## src/rtl/seq_shifter.sv

```systemverilog
// -----------------------------------------------------------------------------
// seq_shifter
//   Multi-cycle shift unit for the 32-bit datapath. An operation is accepted
//   with a start pulse, then the working value is shifted up to STEP bit
//   positions per clock until the requested amount has been applied. The
//   controlling FSM sees busy while shifting and a one-cycle done pulse when
//   the result appears on data_out.
//
// Ports
//   clk       in   1        system clock, rising edge
//   reset     in   1        synchronous, active-high reset (priority over all)
//   start     in   1        request; accepted in IDLE or DONE, ignored in SHIFT
//   op        in   2        00=SLL 01=SRL 10=SRA 11=ROL
//   shamt     in   SHAMT_W  shift amount 0..WIDTH-1
//   data_in   in   WIDTH    operand
//   busy      out  1        high exactly while in SHIFT
//   done      out  1        one-cycle pulse when data_out is loaded
//   data_out  out  WIDTH    result; held until the next accepted start
// -----------------------------------------------------------------------------
module seq_shifter #(
    parameter int WIDTH   = 32,
    parameter int SHAMT_W = $clog2(WIDTH),
    parameter int STEP    = 1
) (
    input  logic               clk,
    input  logic               reset,
    input  logic               start,
    input  logic [1:0]         op,
    input  logic [SHAMT_W-1:0] shamt,
    input  logic [WIDTH-1:0]   data_in,
    output logic               busy,
    output logic               done,
    output logic [WIDTH-1:0]   data_out
);

    typedef enum logic [1:0] {
        S_IDLE  = 2'd0,
        S_SHIFT = 2'd1,
        S_DONE  = 2'd2
    } state_e;

    typedef enum logic [1:0] {
        OP_SLL = 2'b00,
        OP_SRL = 2'b01,
        OP_SRA = 2'b10,
        OP_ROL = 2'b11
    } op_e;

    localparam logic [SHAMT_W-1:0] STEP_C = SHAMT_W'(STEP);

    state_e             state_q;
    op_e                op_q;
    logic [WIDTH-1:0]   work_q;
    logic [SHAMT_W-1:0] rem_q;
    logic               busy_q;
    logic               done_q;
    logic [WIDTH-1:0]   data_out_q;

    logic [SHAMT_W-1:0] step_n;
    logic [SHAMT_W-1:0] rem_d;
    logic [WIDTH-1:0]   work_d;

    // Shift v by n positions according to op. ROL takes the upper half of a
    // doubled copy shifted left, so bits leaving the MSB re-enter at the LSB.
    function automatic logic [WIDTH-1:0] shift_by(
        input op_e                op_f,
        input logic [WIDTH-1:0]   v,
        input logic [SHAMT_W-1:0] n
    );
        logic [2*WIDTH-1:0] dbl;
        dbl = '0;
        case (op_f)
            OP_SLL:  shift_by = v << n;
            OP_SRL:  shift_by = v >> n;
            OP_SRA:  shift_by = $signed(v) >>> n;
            OP_ROL: begin
                dbl      = {v, v} << n;
                shift_by = dbl[2*WIDTH-1:WIDTH];
            end
            default: shift_by = v;
        endcase
    endfunction

    // NOTE: combinational next-value logic uses blocking assignments with a
    // default for every output first, so no latch can be inferred.
    always_comb begin
        step_n = STEP_C;
        if (rem_q < STEP_C) begin
            step_n = rem_q;
        end
        work_d = shift_by(op_q, work_q, step_n);
        rem_d  = rem_q - step_n;
    end

    // NOTE: all state is updated with non-blocking assignments; reset is
    // sampled on the clock edge and clears every register, including the
    // working value and remaining count, so a discarded shift leaves no trace.
    always_ff @(posedge clk) begin
        if (reset) begin
            state_q    <= S_IDLE;
            op_q       <= OP_SLL;
            work_q     <= '0;
            rem_q      <= '0;
            busy_q     <= 1'b0;
            done_q     <= 1'b0;
            data_out_q <= '0;
        end else begin
            done_q <= 1'b0;
            case (state_q)
                S_IDLE, S_DONE: begin
                    if (start) begin
                        op_q <= op_e'(op);
                        if (shamt == '0) begin
                            // Nothing to shift: result is the operand itself.
                            state_q    <= S_DONE;
                            data_out_q <= data_in;
                            done_q     <= 1'b1;
                            busy_q     <= 1'b0;
                        end else begin
                            state_q <= S_SHIFT;
                            work_q  <= data_in;
                            rem_q   <= shamt;
                            busy_q  <= 1'b1;
                        end
                    end else begin
                        state_q <= S_IDLE;
                        busy_q  <= 1'b0;
                    end
                end

                S_SHIFT: begin
                    work_q <= work_d;
                    rem_q  <= rem_d;
                    // Last step: publish the freshly shifted value directly.
                    if (rem_d == '0) begin
                        state_q    <= S_DONE;
                        data_out_q <= work_d;
                        done_q     <= 1'b1;
                        busy_q     <= 1'b0;
                    end
                end

                default: begin
                    state_q <= S_IDLE;
                    busy_q  <= 1'b0;
                end
            endcase
        end
    end

    assign busy     = busy_q;
    assign done     = done_q;
    assign data_out = data_out_q;

endmodule
```

## config.mk

```make
export PLATFORM = sky130hd
export DESIGN_NAME = seq_shifter
export DESIGN_NICKNAME = d
export VERILOG_FILES = /design/src/rtl/seq_shifter.sv
export SDC_FILE = /design/constraint.sdc
export NUM_CORES = 1
export LEC_CHECK = 0
export ABC_CLOCK_PERIOD_IN_PS = 3100
export CAP_MARGIN = 0
export CORE_ASPECT_RATIO = 1.25
export CORE_MARGIN = 2
export CORE_UTILIZATION = 45
export DETAILED_ROUTE_END_ITERATION = 6
export PLACE_DENSITY = 0.75
export SYNTH_ARGS = -nofsm -noshare
export SYNTH_HDL_FRONTEND = slang
export SYNTH_SLANG_ARGS = --single-unit
export TNS_END_PERCENT = 30
```

## constraint.sdc

```tcl
create_clock -name clk -period 3.1 [get_ports clk]
set_clock_uncertainty 0.2 [all_clocks]
set_input_delay 0.93 -clock clk [delete_from_list [all_inputs] [get_ports clk]]
set_output_delay 0.93 -clock clk [all_outputs]
set_load 0.02 [all_outputs]
```

**Word-level counts from Yosys, hierarchy flattened**

Cells that the tools add are included.

- Register bits: 75
- Bits of input ports: 42
- Output and inout bits: 34
- Word-level logic and storage cells: 55

- $add $sub $neg: 1
- Order comparisons: 1
- Equal/unequal tests: 9
- Shifts and indexed selects: 4
- Muxes and demuxes: 24
- Reduce and logical (&&, ||, !) cells: 9

Operators with widths:

| kind | number |
|---|---|
| $mux W32 | 5 |
| $pmux W32 S2 | 2 |
| $pmux W32 S4 | 1 |
| $shl A64 B5 Y64 | 1 |
| $shl A32 B5 Y32 | 1 |
| $shr A32 B5 Y32 | 1 |
| $sshr A32 B5 Y32 | 1 |
| $mux W5 | 3 |
| $logic_not A5 Y1 | 2 |
| $pmux W5 S2 | 1 |
| $ne A2 B2 Y1 const B | 4 |
| $eq A2 B2 Y1 const B | 3 |
| $mux W1 | 6 |
| $mux W2 | 3 |
| $lt A5 B1 Y1 const B | 1 |
| $sub A5 B5 Y5 | 1 |
| $eq A2 B1 Y1 const B | 2 |
| $logic_not A2 Y1 | 2 |
| $pmux W1 S2 | 2 |
| $pmux W2 S2 | 1 |
| $reduce_and A4 Y1 | 1 |
| $reduce_and A3 Y1 | 1 |
| $reduce_and A2 Y1 | 1 |
| $reduce_bool A2 Y1 | 1 |
| $reduce_or A2 Y1 | 1 |

**Longest topological paths before layout**

- Depth after elaboration: 6
- Mapped depth: 10
- Depth with buffers taken out: 7

**Worst setup path after synthesis**

Ideal clock, no wire load.

- Path kind: input-to-reg
- Start point: input shamt[0]
- End point: register data_out_q[4] (netlist: data_out[4])
- Setup time: 0.146 ns
- Arrival: 2.233 ns
- Required time: 2.754 ns
- Setup slack: 0.521 ns
- Stages on the path: 6
- Buffers on the path: 2
- Cells stage by stage: or4_4 -> nor3b_4 -> or2_1 -> buf_4 -> buf_6 -> a211oi_2

- Longest elaborated chain between the ends: 3

Ends and longest elaborated chain:

| item | line | source |
|---|---|---|
| start: declaration | 29 | `input logic [SHAMT_W-1:0] shamt,` |
| $logic_not A5 Y1 | 113 | `if (shamt == '0) begin` |
| $ne A2 B2 Y1 (no line) | -- |  |
| $reduce_and A4 Y1 (no line) | -- |  |
| end signal: assignment | 116 | `data_out_q <= data_in;` |
| end signal: assignment | 137 | `data_out_q <= work_d;` |
| end: declaration | 57 | `logic [WIDTH-1:0] data_out_q;` |

Every way passes these cells.
A chain may end at the register's enable or synchronous reset.

**Worst setup path after layout**

- Start point: input shamt[0]
- End point: register data_out_q[0] (netlist: data_out[0])

Same word-level chain as after synthesis.

==> qor.yml <==
route:
  drc: 0
  drt_wl_total_mm: 10.9
  drtIter0Drc: 227
  antenna_left: 0
  drtPass1Iterations: 5
  via_per_inst: 5.99
  drt-wirelength-per-cell_microns: 17.4
  vias: 3751
global_routing:
  grt_pass1_wl_mm: 18.2
  grt_max_degree: 49
  grt-ovfl-total: 0
  antenna_found_initial: 0
  groute.usage.overall_pct: 22.0
  grt_pass1_vias: 3803
flow_run:
  drv_cap: 0
floorplan:
  dieHeight_microns: 112
  row_count: 39
  core_sq_mm: 0.00913
  fp.dieArea_sq_mm: 0.0101
  io_pins: 76
  die_w_microns: 90.4
  initial_core_util_pct: 46.0
clocking:
  cts_hold_buf: 0
  postCtsSetupRepairBufs: 0
  cts_tree: "built"
  cts.sinks: 75
  post_cts_resized: 0
  insertion_delay_ns: 0.34
  cts_buffers: 9
  cts_buffer_depth: 2
  h-tree-depth: 3
  path_clk_slew_ns: 0.06
  cts.root.buffer_cell: "clkbuf_16"
worst_setup_path:
  path_cells: "clkdlybuf4s50_1 > or4_4 > nor3b_4 > buf_4 > nor3_1 > a311oi_1"
  cp.arrival_ns: 2.84
  startpoint_type: "input port"
  cpPeakStageDelay_ns: 0.59
  worstPathRequired_ns: 3.14
  r2r_end: "data_out[0]"
  crit_path_max_fanout: 18
  r2r_start: "rem_q[1]"
  r2r_setup_slack_ns: 0.62
  cp_slowest_cell: "or4_4"
  cp-end-kind: "flop"
  worstSetupPathType: "in2reg"
  reg2reg_depth: 7
hold_path:
  whs_path_depth: 2
  hp-start: "busy"
  holdPathEnd: "busy"
  hp-class: "reg2reg"
pwr:
  p_clk_share_pct: 30.9
  powerDensity_mw_per_mm2: 624
  switching_share_pct: 33.6
  internal-power_uw: 2210
  ir_drop_v: 0.000313
  p_leak_uw: 0.00182
  power.switching_uw: 1120
  pwr-share-comb_pct: 32.6
  pwr-share-seq_pct: 36.5
sta:
  holdWs_ns: 0.274
  worstMarginPinSlew_ns: 0.671
  period_needed_ns: 2.81
  setup_viol: 0
  hold_viol_final: 0
  rsz0062_at_grt: "false"
  post-route-period-util_pct: 90.5
  tns_ns: 0
  fmax_mhz: 356
  drv_slew: 0
  maxSlewHeadroom_pct: 55.3
placed_design:
  dp_hpwl_mm: 7.44
  gp_congestion: 0.839
  io_buffers: 75
final_layout:
  antenna_cells: 0
  syn_to_final_growth_pct: 27.1
  layout-drive-gt1-share_pct: 23.7
  final_common_cell: "dfxtp_1"
  final_cell_mix: "75 x dfxtp_1, 74 x clkdlybuf4s50_1, 68 x nand2_1"
  nets: 541
synthesis:
  yosys_warnings: 0
  synthFlopType: "dfxtp_1"
  syn_inst: 444
  synth_nets: 487
  synth-async-reset-ratio_pct: 0
  synth_seq_cells: 75
  synth.distinct_cells: 50
  ys_seq_area_share_pct: 35.7
  syn_area_sq_mm: 0.00420
  synth-edff-count: 0
  syn_area_per_cell_sq_um: 9.46
outcome:
  outcome: "completed"
==> metal layers <==
| layer | vias up | share of wire, % | global-route usage, % |
|---|---|---|---|
| met5 | - | 0 | 0 |
| met4 | 0 | 2.4 | 10.5 |
| met3 | 21 | 5.0 | 4.83 |
| met2 | 114 | 52 | 37.5 |
| met1 | 1824 | 41 | 26.5 |
| li1 | 1792 | - | - |
==> power by group through the flow <==
stage / Combinational, uW / Sequential (uW) / Clock [uW]
after floorplan: 725 / 1260 / 0
after global placement: 1060 / 1230 / 0
after detailed placement: 1080 / 1230 / 0
after CTS: 1090 / 1210 / 1040
after global routing: 1170 / 1230 / 1090
final: 1090 / 1220 / 1030
==> critical path, delay by kind of cell <==
| family | cells | cell delay [ns] |
|---|---|---|
| compound gates | 1 | 0.27 |
| buf+inv | 2 | 0.71 |
| simple gates | 3 | 0.93 |
==> through the flow <==
step / instances / area [sq um] / setup slack (ns) / util [%] / total power (uW)
final: 626 / 5340 / 0.294 / 58.5 / 3330
after floorplan: 444 / 4200 / 0.521 / - / 1980
after CTS: 626 / 5340 / 0.309 / 58.5 / 3350
after global routing: 626 / 5340 / 0.237 / 58.5 / 3490
after global placement: 610 / 5040 / 0.0528 / 55.3 / 2280
after detailed placement: 610 / 5040 / -0.0528 / 55.3 / 2310
==> area by class of cell <==
class                      instances  area (sq um)
inverter                           4          15.0
clock buffer                      10           229
fill                             784          3780
tap                              123           154
multi-input combinational        313          2400
clock inverter                     6          66.3
sequential                        75          1500
timing repair buffer              95           973
==> worst max-delay path by stage <==
stage	from	end	slack, ns	cells past startpoint
final	shamt[0]	data_out[0]	0.29	6
after global routing	shamt[0]	data_out[0]	0.24	6
after detailed placement	shamt[0]	data_out[0]	-0.05	6
after floorplan	shamt[0]	data_out[4]	0.52	6
after CTS	shamt[0]	data_out[0]	0.31	6
after global placement	shamt[0]	data_out[0]	0.05	6
==> registers in the layout, summed over array words and instances, names as in the netlist <==
signal	flops
data_out	32
work_q	32
rem_q	5
op_q	2
state_q	2
busy	1
done	1
==> cells in the mapped netlist (3+ instances only) <==
| library cell | number | area (sq um) |
|---|---|---|
| clkbuf_1 | 24 | 90.1 |
| buf_2 | 14 | 70.1 |
| nand3_1 | 3 | 15.0 |
| a211oi_2 | 50 | 626 |
| a211oi_1 | 11 | 82.6 |
| o221a_1 | 9 | 101 |
| a21oi_1 | 5 | 25.0 |
| buf_6 | 4 | 45.0 |
| buf_4 | 7 | 52.6 |
| o221a_2 | 21 | 236 |
| mux2i_1 | 33 | 330 |
| nor3_1 | 67 | 335 |
| a311oi_1 | 3 | 26.3 |
| dfxtp_1 | 75 | 1500 |
| nand2_1 | 68 | 255 |
| nor2_1 | 6 | 22.5 |
| inv_1 | 4 | 15.0 |
==> logic make-up (layout without fill, tap and decap cells) <==
logic type	Yosys count	in the layout	share of synthesized area, %
adders and majority gates	1	1	0.298
xor gates and xnor gates	3	3	1.07
and+or+nand+nor	159	159	18.1
DFF	75	75	35.7
muxes	34	34	8.13
buffers and inverters	56	115	7.30
AOI/OAI and AO/OA	116	116	29.4
Note: power is estimated with default switching activity, not from simulation.
